`src/rtl/controlador_reservatorio_rolhas_pkg.sv`:
```
// Shared bottling-line types: reservoir FSM states and cork-count width.
package pkg_engarrafadora;

  localparam int LARG_ROLHAS = 7;

  typedef enum logic [1:0] {
    OCIOSO,
    ENTREGA,
    REPOSICAO
  } estado_reservatorio_t;

  // Batch size clipped to the free space; both operands at 8 bits so the subtraction cannot wrap.
  function automatic logic [LARG_ROLHAS-1:0] min_lote(input logic [7:0] lote, input logic [7:0] espaco);
    logic [7:0] m;
    m = (lote < espaco) ? lote : espaco;
    return m[LARG_ROLHAS-1:0];
  endfunction

endpackage

```
`src/rtl/controlador_reservatorio_rolhas_if.sv`:
```
// Sealing-station / dispenser side of the cork reservoir controller.
interface controlador_reservatorio_rolhas_if;
  import pkg_engarrafadora::*;

  logic                   req_vedar;
  logic                   ack_vedar;
  logic                   req_repor;
  logic                   fim_repor;
  logic [LARG_ROLHAS-1:0] reg_r;
  logic                   aus_rolhas;
  logic                   cheio;
  logic                   ocupado;

  modport master (
    output req_vedar, req_repor,
    input  ack_vedar, fim_repor, reg_r, aus_rolhas, cheio, ocupado
  );

  modport slave (
    input  req_vedar, req_repor,
    output ack_vedar, fim_repor, reg_r, aus_rolhas, cheio, ocupado
  );
endinterface

```
`src/rtl/controlador_reservatorio_rolhas_contador.sv`:
```
// Saturating cork counter; carregar reloads the start value and overrides inc/dec.
module contador_rolhas
  import pkg_engarrafadora::*;
#(
  parameter int CAPACIDADE    = 100,
  parameter int CARGA_INICIAL = 0
) (
  input  logic                   clk,
  input  logic                   carregar,
  input  logic                   inc,
  input  logic                   dec,
  output logic [LARG_ROLHAS-1:0] reg_r
);

  localparam logic [LARG_ROLHAS-1:0] CAP   = LARG_ROLHAS'(CAPACIDADE);
  localparam logic [LARG_ROLHAS-1:0] CARGA = LARG_ROLHAS'(CARGA_INICIAL);

  always_ff @(posedge clk) begin
    if (carregar)
      reg_r <= CARGA;
    else if (inc && !dec && reg_r < CAP)
      reg_r <= reg_r + 1'b1;
    else if (dec && !inc && reg_r != '0)
      reg_r <= reg_r - 1'b1;
  end

endmodule

```
`src/rtl/controlador_reservatorio_rolhas.sv`:
```
// Cork reservoir controller: serves one cork per sealing request and
// transfers refill batches one cork per clock.
module controlador_reservatorio_rolhas
  import pkg_engarrafadora::*;
#(
  parameter int CAPACIDADE    = 100,
  parameter int LOTE          = 15,
  parameter int CARGA_INICIAL = 0
) (
  input  logic                               clk,
  input  logic                               rst_n,
  controlador_reservatorio_rolhas_if.slave   bus
);

  localparam logic [LARG_ROLHAS-1:0] CAP  = LARG_ROLHAS'(CAPACIDADE);
  localparam logic [LARG_ROLHAS-1:0] LOTE7 = LARG_ROLHAS'(LOTE);

  estado_reservatorio_t   estado;
  logic                   pendente;
  logic [LARG_ROLHAS-1:0] restante;
  logic [LARG_ROLHAS-1:0] contagem;
  logic                   ack_q, fim_q, ocupado_q;
  logic                   inc, dec, carregar, limpar;
  logic [7:0]             espaco;
  logic [LARG_ROLHAS-1:0] lote_carga;

  assign carregar   = !rst_n;
  assign dec        = rst_n && (estado == OCIOSO) && bus.req_vedar && (contagem != '0);
  assign inc        = rst_n && (estado == REPOSICAO) && (restante != '0);
  // Delivery has priority; otherwise a pending refill is consumed (started or discarded).
  assign limpar     = (estado == OCIOSO) && !dec && pendente;
  assign espaco     = {1'b0, CAP} - {1'b0, contagem};
  assign lote_carga = min_lote({1'b0, LOTE7}, espaco);

  contador_rolhas #(
    .CAPACIDADE    (CAPACIDADE),
    .CARGA_INICIAL (CARGA_INICIAL)
  ) u_contador (
    .clk      (clk),
    .carregar (carregar),
    .inc      (inc),
    .dec      (dec),
    .reg_r    (contagem)
  );

  always_ff @(posedge clk) begin
    if (!rst_n) begin
      estado    <= OCIOSO;
      pendente  <= 1'b0;
      restante  <= '0;
      ack_q     <= 1'b0;
      fim_q     <= 1'b0;
      ocupado_q <= 1'b0;
    end else begin
      ack_q    <= 1'b0;
      fim_q    <= 1'b0;
      pendente <= bus.req_repor | (pendente & ~limpar);
      case (estado)
        OCIOSO: begin
          if (dec) begin
            ack_q  <= 1'b1;
            estado <= ENTREGA;
          end else if (pendente && contagem < CAP) begin
            restante  <= lote_carga;
            ocupado_q <= 1'b1;
            estado    <= REPOSICAO;
          end else if (pendente) begin
            fim_q <= 1'b1;
          end
        end
        ENTREGA: begin
          if (!bus.req_vedar)
            estado <= OCIOSO;
        end
        REPOSICAO: begin
          restante <= restante - 1'b1;
          if (restante <= LARG_ROLHAS'(1)) begin
            fim_q     <= 1'b1;
            ocupado_q <= 1'b0;
            estado    <= OCIOSO;
          end
        end
        default: estado <= OCIOSO;
      endcase
    end
  end

  assign bus.ack_vedar  = ack_q;
  assign bus.fim_repor  = fim_q;
  assign bus.ocupado    = ocupado_q;
  assign bus.reg_r      = contagem;
  assign bus.aus_rolhas = (contagem == '0);
  assign bus.cheio      = (contagem == CAP);

endmodule

```
`src/flat_wrapper.sv`:
```
// flat-port wrapper written by rule: the top's interface ports become plain ports
module controlador_reservatorio_rolhas_flat import pkg_engarrafadora::*;
#(
  parameter int CAPACIDADE    = 100,
  parameter int LOTE          = 15,
  parameter int CARGA_INICIAL = 0
)
  (clk, rst_n, bus_req_vedar, bus_req_repor, bus_ack_vedar, bus_fim_repor, bus_reg_r, bus_aus_rolhas, bus_cheio, bus_ocupado);
  controlador_reservatorio_rolhas_if bus_i ();
  input  logic clk;
  input  logic rst_n;
  input wire logic [$bits(bus_i.req_vedar)-1:0] bus_req_vedar;
  input wire logic [$bits(bus_i.req_repor)-1:0] bus_req_repor;
  output wire logic [$bits(bus_i.ack_vedar)-1:0] bus_ack_vedar;
  output wire logic [$bits(bus_i.fim_repor)-1:0] bus_fim_repor;
  output wire logic [$bits(bus_i.reg_r)-1:0] bus_reg_r;
  output wire logic [$bits(bus_i.aus_rolhas)-1:0] bus_aus_rolhas;
  output wire logic [$bits(bus_i.cheio)-1:0] bus_cheio;
  output wire logic [$bits(bus_i.ocupado)-1:0] bus_ocupado;
  assign bus_i.req_vedar = bus_req_vedar;
  assign bus_i.req_repor = bus_req_repor;
  assign bus_ack_vedar = bus_i.ack_vedar;
  assign bus_fim_repor = bus_i.fim_repor;
  assign bus_reg_r = bus_i.reg_r;
  assign bus_aus_rolhas = bus_i.aus_rolhas;
  assign bus_cheio = bus_i.cheio;
  assign bus_ocupado = bus_i.ocupado;
  controlador_reservatorio_rolhas #(.CAPACIDADE(CAPACIDADE), .LOTE(LOTE), .CARGA_INICIAL(CARGA_INICIAL)) u_core (.clk(clk), .rst_n(rst_n), .bus(bus_i));
endmodule
```
`config.mk`:
```
export PLATFORM = sky130hd
export DESIGN_NAME = controlador_reservatorio_rolhas_flat
export DESIGN_NICKNAME = d
export VERILOG_FILES = /design/src/rtl/controlador_reservatorio_rolhas_pkg.sv /design/src/rtl/controlador_reservatorio_rolhas_if.sv /design/src/rtl/controlador_reservatorio_rolhas_contador.sv /design/src/rtl/controlador_reservatorio_rolhas.sv /design/src/flat_wrapper.sv
export SDC_FILE = /design/constraint.sdc
export NUM_CORES = 1
export LEC_CHECK = 0
export BUFFER_PORTS_ARGS = -buffer_cell sky130_fd_sc_hd__buf_2
export CORE_ASPECT_RATIO = 0.9
export CORE_MARGIN = 5
export CORE_UTILIZATION = 60
export DETAILED_ROUTE_END_ITERATION = 7
export PLACE_DENSITY = 0.83
export SYNTH_ARGS = -nofsm -noshare
export SYNTH_HDL_FRONTEND = slang
export SYNTH_SLANG_ARGS = --single-unit
```
`constraint.sdc`:
```
create_clock -name clk -period 7 [get_ports clk]
set_input_delay 1.4 -clock clk [delete_from_list [all_inputs] [get_ports clk]]
set_output_delay 1.4 -clock clk [all_outputs]
set_load 0.03 [all_outputs]
```
==> results.yml <==
synthesis:
  ys_seq_area_share_pct: 26.0
  synth_ff_type: "dfxtp_1"
  synth_seq_cells: 20
  syn_inst: 167
  syn_area_um2: 1540
  synthArstFlopShare_pct: 0
  synth_edf_count: 0
  ys_types: 56
  syn_nets: 181
  yosysWarnings: 0
  syn_area_per_cell_um2: 9.22
setup_path:
  crit_path_max_fanout: 21
  cp_cell_sequence: "buf_2, nand3b_1, a311oi_4, inv_1, ha_1, or4b_1, o2111a_1, o311ai_1, mux2i_1, nor2b_1"
  worstSetupPathType: "input pin to flip-flop"
  max_stage_delay_ns: 0.48
  slowest_stage: "or4b_1"
  crit_arrival_ns: 3.95
  crit_path_end_kind: "flip-flop"
  worstPathRequired_ns: 7.25
  start_kind: "input pin"
die:
  placementRows: 17
  start_util_pct: 62.9
  fp.dieW_um: 63.4
  design.die.area_um2: 3680
  pin_count: 16
  die_y_um: 58.0
  core_area_um2: 2450
clock_tree:
  numClockSinks: 20
  cts_resized: 0
  hold_buffers: 0
  cts_tree: "yes"
  cts_max_path_buffers: 2
  post-cts-setup-buffer-count: 0
  cts_made_buffers: 3
  clk_pin_slew_worst_paths_ns: 0.11
  root_buffer: "clkbuf_4"
  clk_latency_ns: 0.31
  htree_levels: 1
routing:
  vias: 1291
  initialDrtViolationCount: 122
  wire_per_inst_um: 16.1
  wl_um: 3300
  drc: 0
  drt-vias-per-instance: 6.30
  drt_pass1_iterations: 4
  final_antenna_net_count: 0
sta:
  drv_slew: 0
  tns_ns: 0
  worst_slew_pin_slew_ns: 0.567
  max_slew_margin_pct: 62.2
  period_needed_ns: 3.69
  final-setup-viol-count: 0
  worst_hold_slack_ns: 0.489
  skew_ns: 0.00890
  finalCritPeriodShare_pct: 52.7
  hold_violations: 0
  fmax_ghz: 0.271
  rsz0062_at_grt: "no"
power:
  p_sw_mw: 0.471
  seq_power_share_pct: 27.7
  peakVddDrop_mv: 0.363
  p_leak_nw: 0.639
  pwr-share-clk_pct: 7.4
  internal-power_mw: 0.435
  power_switching_share_pct: 52.0
  p_comb_share_pct: 64.8
  cellPowerDensity_nw_per_um2: 557
worst_hold_path:
  hold_class: "flip-flop to flip-flop"
placed_design:
  place_congestion: 0.885
  numPortBuffers: 15
  place_area_um2: 1590
  place_hpwl_um: 2540
grt:
  overflow: 0
  antenna_found_initial: 0
  grt_pass1_vias: 1202
  grt.total_usage_pct: 18.7
  grt_max_degree: 22
  grt_pass1_wl_um: 5600
layout:
  final_cell_area_um2: 1630
  diodes: 0
  fill_cells: 202
  fin_nets: 192
  area_growth_pct: 5.69
  drive_gt1_share_pct: 19.8
outcome:
  status: "finished, final reports clean"
flow_run:
  max_cap_violations: 0
-- per-stage QoR --
step / instances / util (%) / total power, mW / setup slack (ns)
after floorplan: 167 / - / 0.725 / 3.59
after global placement: 201 / 65.0 / 0.810 / 3.14
after detailed placement: 201 / 65.0 / 0.835 / 3.02
after CTS: 205 / 66.5 / 0.902 / 3.34
after global routing: 205 / 66.5 / 0.976 / 3.14
final: 205 / 66.5 / 0.906 / 3.31
-- cell families after synthesis --
family          count (synthesis)  share of synthesized area, %
mux                             6                          3.90
flops                          20                          26.0
xor+xnor                        8                          4.55
fa+ha+maj                      10                          8.62
simple gates                   67                          29.4
compound gates                 38                          21.5
buf+inv                        18                          6.02
-- final cells by class --
type	instances	area (um^2)	area share (%)
inverters	9	33.8	2.08
multi-input cells	129	1050	64.3
well taps	28	35.0	2.15
flip-flops and latches	20	400	24.6
repair buffers	15	75.1	4.62
clock buffers	4	36.3	2.23
-- critical path: cells and delay by family --
family | cells | cell delay (ns)
buf+inv | 2 | 0.53
simple gates | 3 | 0.80
fa+ha+maj | 1 | 0.40
mux | 1 | 0.11
compound gates | 3 | 0.69
-- power by group through the flow --
stage / clock, mW / combinational, mW / sequential [mW]
5_1_grt: 0.0755 / 0.636 / 0.264
6_report: 0.0673 / 0.588 / 0.251
3_5_place_dp: 0 / 0.582 / 0.253
3_3_place_gp: 0 / 0.560 / 0.249
4_1_cts: 0.0689 / 0.584 / 0.250
2_1_floorplan: 0 / 0.482 / 0.243
-- routing by layer --
metal | track usage (%) | routed length, um | vias up
met3 | 5.81 | 302 | 9
met1 | 25.0 | 1440 | 593
li1 | - | - | 632
met2 | 29.9 | 1520 | 57
met5 | 0 | 0 | -
met4 | 3.86 | 43 | 0
-- worst paths after layout --
| check | startpoint | end | slack [ns] | cells past startpoint |
|---|---|---|---|---|
| setup / recovery | rst_n | u_core.u_contador.reg_r[5] | 3.31 | 10 |
| hold / removal | u_core.bus.ocupado | u_core.bus.ocupado | 0.49 | 2 |
| setup reg to reg | u_core.u_contador.reg_r[2] | u_core.u_contador.reg_r[5] | 4.04 | 9 |
| hold reg to reg | u_core.bus.ocupado | u_core.bus.ocupado | 0.49 | 2 |
-- placed cells by master (no fill, tap or decap), types with 3 or more instances in the layout --
cell      count
dfxtp_1      20
buf_2        15
nor2_1       12
nand2_1      10
inv_1         9
ha_1          9
nand3b_1      6
xnor2_1       6
mux2i_1       6
nor2b_1       6
nand3_1       5
o21ai_1       4
a21oi_1       4
o21ai_0       4
nor3_1        3
nor4_2        3
a21boi_1      3
nand2b_1      3
clkbuf_4      3
-- cell usage after synthesis, types with 3 or more instances --
cell      instances  area (um^2)
a21boi_1          3         22.5
a21oi_1           4         20.0
clkbuf_1          3         11.3
dfxtp_1          20          400
ha_1              9          113
inv_1             9         33.8
mux2i_1           6         60.1
nand2_1          10         37.5
nand2b_1          3         18.8
nand3_1           5         25.0
nand3b_1          6         45.0
nor2_1           12         45.0
nor2b_1           6         37.5
nor3_1            3         15.0
nor4_2            3         37.5
o21ai_0           4         20.0
o21ai_1           4         20.0
xnor2_1           6         52.6
-- registers in the layout (all words and copies together), names as in the netlist --
| signal | count |
|---|---|
| u_core.bus.ack_vedar | 1 |
| u_core.bus.fim_repor | 1 |
| u_core.bus.ocupado | 1 |
| u_core.estado | 2 |
| u_core.pendente | 1 |
| u_core.restante | 7 |
| u_core.u_contador.reg_r | 7 |
Power figures use the tool's default switching activity.
